==> src/rtl/uart_rx.sv <==
// 8N1 UART receiver: two-flop synchronised line, centre-of-bit sampling,
// single-cycle done / frame-error pulses.
//
// state | meaning
// IDLE  | line idle, waiting for a high-to-low edge on rx_s
// START | counting to mid start bit, reject if line is back high
// DATA  | sampling 8 data bits LSB first at bit centres
// STOP  | sampling stop bit, publish byte or flag framing error
module uart_rx #(
  parameter int CLOCK_FREQ = 50_000_000,
  parameter int BAUD_RATE  = 9600
) (
  input  logic       clk,
  input  logic       rst,
  input  logic       i_uart_rx,
  output logic [7:0] o_uart_data,
  output logic       o_uart_done,
  output logic       o_frame_err,
  output logic       o_busy
);

  localparam int MCNT_DIV = CLOCK_FREQ / BAUD_RATE - 1;
  localparam int HALF     = MCNT_DIV / 2;
  localparam int CW       = (MCNT_DIV < 2) ? 1 : $clog2(MCNT_DIV + 1);

  localparam logic [CW-1:0] C_MCNT = CW'(MCNT_DIV);
  localparam logic [CW-1:0] C_HALF = CW'(HALF);

  typedef enum logic [1:0] {
    S_IDLE  = 2'd0,
    S_START = 2'd1,
    S_DATA  = 2'd2,
    S_STOP  = 2'd3
  } state_t;

  state_t          r_state;
  state_t          w_next;
  logic [CW-1:0]   r_div_cnt;
  logic [2:0]      r_bit_cnt;
  logic [7:0]      r_shift;
  logic            r_sync1;
  logic            r_rx_s;
  logic            r_rx_prev;

  logic            w_tick_half;
  logic            w_tick_full;
  logic            w_fall;
  logic            w_sample_bit;
  logic            w_done_set;
  logic            w_err_set;

  // Synchronisers reset low so a line held low out of reset never looks like an edge.
  always_ff @(posedge clk) begin
    if (rst) begin
      r_sync1   <= 1'b0;
      r_rx_s    <= 1'b0;
      r_rx_prev <= 1'b0;
    end else begin
      r_sync1   <= i_uart_rx;
      r_rx_s    <= r_sync1;
      r_rx_prev <= r_rx_s;
    end
  end

  assign w_tick_half = (r_div_cnt == C_HALF);
  assign w_tick_full = (r_div_cnt == C_MCNT);
  assign w_fall      = r_rx_prev & ~r_rx_s;

  // State register; the baud counter restarts on every transition and every full bit.
  always_ff @(posedge clk) begin
    if (rst) begin
      r_state   <= S_IDLE;
      r_div_cnt <= '0;
    end else begin
      r_state <= w_next;
      if ((w_next != r_state) || w_tick_full) begin
        r_div_cnt <= '0;
      end else if (r_state != S_IDLE) begin
        r_div_cnt <= r_div_cnt + CW'(1);
      end
    end
  end

  always_comb begin
    w_next = r_state;
    case (r_state)
      S_IDLE:  if (w_fall) w_next = S_START;
      S_START: if (w_tick_half) w_next = r_rx_s ? S_IDLE : S_DATA;
      S_DATA:  if (w_tick_full && (r_bit_cnt == 3'd7)) w_next = S_STOP;
      S_STOP:  if (w_tick_full) w_next = S_IDLE;
      default: w_next = S_IDLE;
    endcase
  end

  always_comb begin
    o_busy       = (r_state != S_IDLE);
    w_sample_bit = (r_state == S_DATA) && w_tick_full;
    w_done_set   = (r_state == S_STOP) && w_tick_full && r_rx_s;
    w_err_set    = (r_state == S_STOP) && w_tick_full && !r_rx_s;
  end

  always_ff @(posedge clk) begin
    if (rst) begin
      r_bit_cnt   <= '0;
      r_shift     <= '0;
      o_uart_data <= 8'h00;
      o_uart_done <= 1'b0;
      o_frame_err <= 1'b0;
    end else begin
      o_uart_done <= w_done_set;
      o_frame_err <= w_err_set;
      if (w_sample_bit) begin
        r_shift[r_bit_cnt] <= r_rx_s;
        r_bit_cnt          <= (r_bit_cnt == 3'd7) ? 3'd0 : r_bit_cnt + 3'd1;
      end
      if (w_done_set) begin
        o_uart_data <= r_shift;
      end
    end
  end

endmodule

==> config.mk <==
export PLATFORM = sky130hd
export DESIGN_NAME = uart_rx
export DESIGN_NICKNAME = d
export VERILOG_FILES = /design/src/rtl/uart_rx.sv
export SDC_FILE = /design/constraint.sdc
export NUM_CORES = 1
export LEC_CHECK = 0
export CAP_MARGIN = 25
export CORE_UTILIZATION = 52
export DETAILED_ROUTE_END_ITERATION = 12
export PLACE_DENSITY_LB_ADDON = 0.15
export SETUP_SLACK_MARGIN = 0.02
export SLEW_MARGIN = 15
export SYNTH_ARGS = -nofsm -noshare
export SYNTH_HDL_FRONTEND = slang
export SYNTH_SLANG_ARGS = --single-unit
==> constraint.sdc <==
create_clock -name clk -period 1.76 [get_ports clk]
set_input_delay 0.528 -clock clk [delete_from_list [all_inputs] [get_ports clk]]
set_output_delay 0.528 -clock clk [all_outputs]
set_load 0.02 [all_outputs]
Word-level counts from Yosys, hierarchy flattened --
Index checks and enable logic that the tools add are counted.
Operators by class: shift-type cells 0, multiplexer cells 10, add/subtract/negate cells 2, reduce and logical (&&, ||, !) cells 11, bitwise operators 2, equality and inequality tests 7, $mul 0, magnitude comparators 2, div/mod/pow operators 0
Operator list (number):
- $add 13x1->13 const B | 1
- $eq 13x12->1 const B | 1
- $eq 13x13->1 const B | 1
- $mux 2 | 5
- $bwmux 8 | 1
- $pmux 2 s4 | 1
- $logic_and 1x1->1 | 6
- $eq 2x2->1 const B | 2
- $lt 3x4->1 const B | 1
- $add 3x1->3 const B | 1
- $demux 1 s3 | 1
- $eq 3x3->1 const B | 1
- $ge 3x1->1 const B | 1
- $mux 3 | 1
- $eq 2x1->1 const B | 1
- $logic_not 2->1 | 1
- $ne 2x2->1 | 1
- $reduce_bool 2->1 | 1
- $reduce_or 2->1 | 1
- $and 1x1->1 | 1
- $logic_not 1->1 | 1
- $logic_or 1x1->1 | 1
- $mux 1 | 1
- $not 1->1 | 1
Storage, ports and cells: memories kept 0, word-level logic and storage cells 44, flip-flop bits (word level) 39, output and inout bits 11, ROM bits 0, RAM bits 0, latch bits 0

Longest topological paths before layout --
depth after elaboration 7, gate-level depth with buffers 6, mapped depth without buffers 5

Least setup slack after synthesis --
No wires, ideal clock.
path kind reg-to-reg, start reg r_div_cnt[0], end reg r_div_cnt[3], clock period less this slack 1632 ps, library setup time 115 ps, path buffers 1, cell stages (with the launch flop) 7, slack 128 ps, data arrival time 1518 ps, path through dfxtp_1 -> ha_1 -> or3b_1 -> nor4_2 -> or3_4 -> buf_6 -> nor2_1
Between the ends: cells in the longest elaborated chain, start to end 7, elaborated cells on any way between the ends 11, classes of those cells 1 x add/sub; 3 x eq/ne; 4 x mux; 3 x reduce/logical
Ends and longest elaborated chain:
- start: declaration | RTL line 38 | logic [CW-1:0] r_div_cnt;
- start signal: assignment | RTL line 79 | r_div_cnt <= r_div_cnt + CW'(1);
- $eq 13x13->1 | RTL line 66 | assign w_tick_full = (r_div_cnt == C_MCNT);
- $logic_and 1x1->1 | RTL line 89 | S_DATA: if (w_tick_full && (r_bit_cnt == 3'd7)) w_next = S_STOP;
- $mux 2 | RTL line 89
- $pmux 2 s4 | RTL line 86 | case (r_state)
- $ne 2x2->1 | RTL line 76 | if ((w_next != r_state) || w_tick_full) begin
- $logic_or 1x1->1 | RTL line 76
- $reduce_or 2->1 (no source line)
Several ways; a longest one is shown, not always the timed one. A chain may end at the register's enable or synchronous reset.

Worst setup path in the final report --
start reg r_div_cnt[0], end reg r_div_cnt[1]
Same word-level chain as after synthesis.

==> flow_summary.ini <==
[run_status]
status = completed

[synthesis]
synthTopCellsByCount = dfxtp_1, nor2_1, o21ai_0
netlist-cell-type-count = 44
yosys.area.top_type_share_pct = 41.7
yosysTopAreaCell = dfxtp_1
synth_seq_cells = 39
ys.flop_type = dfxtp_1
synthesis.area_um2 = 1870
ys_seq_area_share_pct = 41.7
yosysWarnings = 0
synthMostInstantiatedCell = dfxtp_1
synthCells = 199
synth_area_per_cell_um2 = 9.41
ys_async_sr_fraction_pct = 0
syn_nets = 205
synth-edff-count = 0
synth_area_leaders = dfxtp_1, mux2i_1, o21ai_0, xor2_1, nor2_1

[final_layout]
n_antenna_cell = 0
area_growth_pct = 21.8
drive_gt1_share_pct = 22.5
final_nets = 232
fill_cells = 263
multiInputGateArea_um2 = 1080
design_area_um2 = 2280
register_area_um2 = 786

[setup_path]
startpoint_type = flip-flop
cp_data_arrival_time_ns = 2.00
worstReg2RegStart = r_div_cnt[0]
end_kind = flip-flop
rrSetupSlack_ns = 0.03
r2r_cells = 5
cp_max_fo = 6
crit_path_end = r_div_cnt[1]
cp.required_ns = 2.03
worstReg2RegEnd = r_div_cnt[1]
crit_type = reg -> reg
startpoint = r_div_cnt[0]

[sta]
setup_viol = 0
fin_tns_setup_ns = 0
clock_skew_ns = 0.0178
slew_viol_final = 0
fmax_ghz = 0.580
period_share_pct = 98.0
min_period_ns = 1.73
relSlewSlack_pct = 63.9
whs_ns = 0.457
timing.final.ws_setup_ns = 0.0345
finalHoldViolations = 0
grt_setup_unrepaired = true
worst_pin_slew_ns = 0.540

[drt]
highest_layer = met4
route.detailed.drc = 0
vias = 1560
first_pass_iters = 4
drtIter0Drc = 109
routed_wirelength_mm = 4.21
wl_met1_mm = 1.77
wl_met3_um = 208
dr_wl_met2_mm = 2.08
vias_per_cell = 5.71
routedWlPerCell_um = 15.4
antenna_left = 0

[clocking]
cts_htree_levels = 2
numCtsBuffers = 5
cts_sinks = 39
clock_latency_ns = 0.36
ctsLongestPathBuffers = 2
postCtsHoldBufs = 0
clkTransAtPathRegs_ns = 0.12
root_buffer = clkbuf_4
cts_tree = yes

[grt]
grt_max_degree = 19
grt_pass1_vias = 1421
grtUsageTotal_pct = 23.3
antenna_found_initial = 0
grt_first_pass_wirelength_mm = 6.38
grt_remaining_overflow = 0

[power_and_ir_drop]
p_leak_nw = 0.902
p_total_mw = 1.39
power_density_nw_per_um2 = 608
ir_drop_mv = 0.354

[die]
die_y_um = 62.0
core_um2 = 3390
initial_core_util_pct = 55.3
die_w_um = 62.0
fp-row-count = 21
boundaryPins = 14
die_area_um2 = 3850

[placement]
port_buffers = 13
dp.final_hpwl_mm = 2.72
place_area_um2 = 2130
place_ws_ns = -0.0927
gp_congestion = 0.842

[run]
cap_violations = 0

[min_path]
hold_class = reg -> reg
## sequential cells by signal (all words and copies together), names as in the netlist
signal,flops
r_bit_cnt,3
o_uart_data,8
r_rx_prev,1
r_shift,8
r_rx_s,1
r_state,2
r_sync1,1
r_div_cnt,13
o_frame_err,1
o_uart_done,1
## per-layer routing
layer  track usage, %  up-vias
met4             11.1        0
met1             27.6      729
li1                 -      749
met5                0        -
met3             6.42       18
met2             38.8       64
## cells in the final DEF (no fill, tap or decap), types with 2 or more instances in the layout
cell / netlist / layout
clkbuf_1: 4 / 2
xor2_1: 9 / 9
nand2b_1: 9 / 9
clkdlybuf4s50_1: 0 / 2
nand4_1: 8 / 8
nor4b_4: 1 / 3
nand3b_1: 2 / 2
xnor2_1: 3 / 3
nor2_1: 19 / 18
o21ai_0: 16 / 16
clkbuf_4: 0 / 5
and2_1: 2 / 2
nor3_1: 3 / 2
nor4_4: 0 / 2
nor2b_1: 10 / 10
dlygate4sd2_1: 0 / 10
inv_1: 3 / 3
ha_1: 3 / 2
dfxtp_2: 0 / 4
and4_1: 3 / 3
mux2i_1: 9 / 9
dfxtp_1: 39 / 35
nand2_1: 8 / 8
nor3b_1: 3 / 2
nand3_1: 5 / 5
a21oi_1: 5 / 5
buf_4: 2 / 19
## timing repair
| action | CTS | global route |
|---|---|---|
| setup buffers | 0 | 1 |
| gates resized for setup | 18 | 15 |
| endpoints found under the hold margin | 0 | 0 |
| pin swaps | 0 | 6 |
| setup endpoints to repair | 18 | 31 |
| gates cloned | 0 | 2 |
## power by group
part,total [mW],internal [mW],switching (mW)
registers,0.890,0.887,0.00348
clock network,0.445,0.156,0.289
logic,0.0522,0.0250,0.0272
total,1.39,1.07,0.319
## worst max-delay path, stage by stage, from the launching register on
cell     delay, ns
dfxtp_2       0.35
ha_4          0.17
nor3b_4       0.16
and4_1        0.23
or3_2         0.58
a21oi_1       0.15
## worst min path at each step
stage                 start  endpoint  slack, ns  cells past startpoint
detailed placement  r_sync1    r_rx_s       0.43                      1
floorplan           r_sync1    r_rx_s       0.41                      1
CTS                 r_sync1    r_rx_s       0.46                      1
global route        r_sync1    r_rx_s       0.47                      1
finish              r_sync1    r_rx_s       0.46                      1
global placement    r_sync1    r_rx_s       0.43                      1
## metrics by stage
| step | util (%) | instances |
|---|---|---|
| floorplan | - | 199 |
| global placement | 62.8 | 262 |
| detailed placement | 62.8 | 262 |
| CTS | 64.7 | 270 |
| global route | 67.3 | 273 |
| finish | 67.3 | 273 |
## cell families after synthesis
| logic type | count (synthesis) | share of synthesized area [%] |
|---|---|---|
| compound gates | 27 | 8.42 |
| mux | 9 | 4.81 |
| simple gates | 90 | 31.8 |
| fa+ha+maj | 3 | 2.00 |
| flops | 39 | 41.7 |
| xor+xnor | 12 | 5.61 |
| buf+inv | 19 | 5.68 |
## area by class of cell
class | instances | area share (%)
clock buffer | 7 | 1.97
clock inverter | 1 | 0.219
inverter | 3 | 0.493
multi-input combinational | 142 | 47.3
sequential | 39 | 34.4
tap | 46 | 2.52
timing repair buffer | 35 | 13.0
No activity file was read; power rests on OpenSTA's default activity.
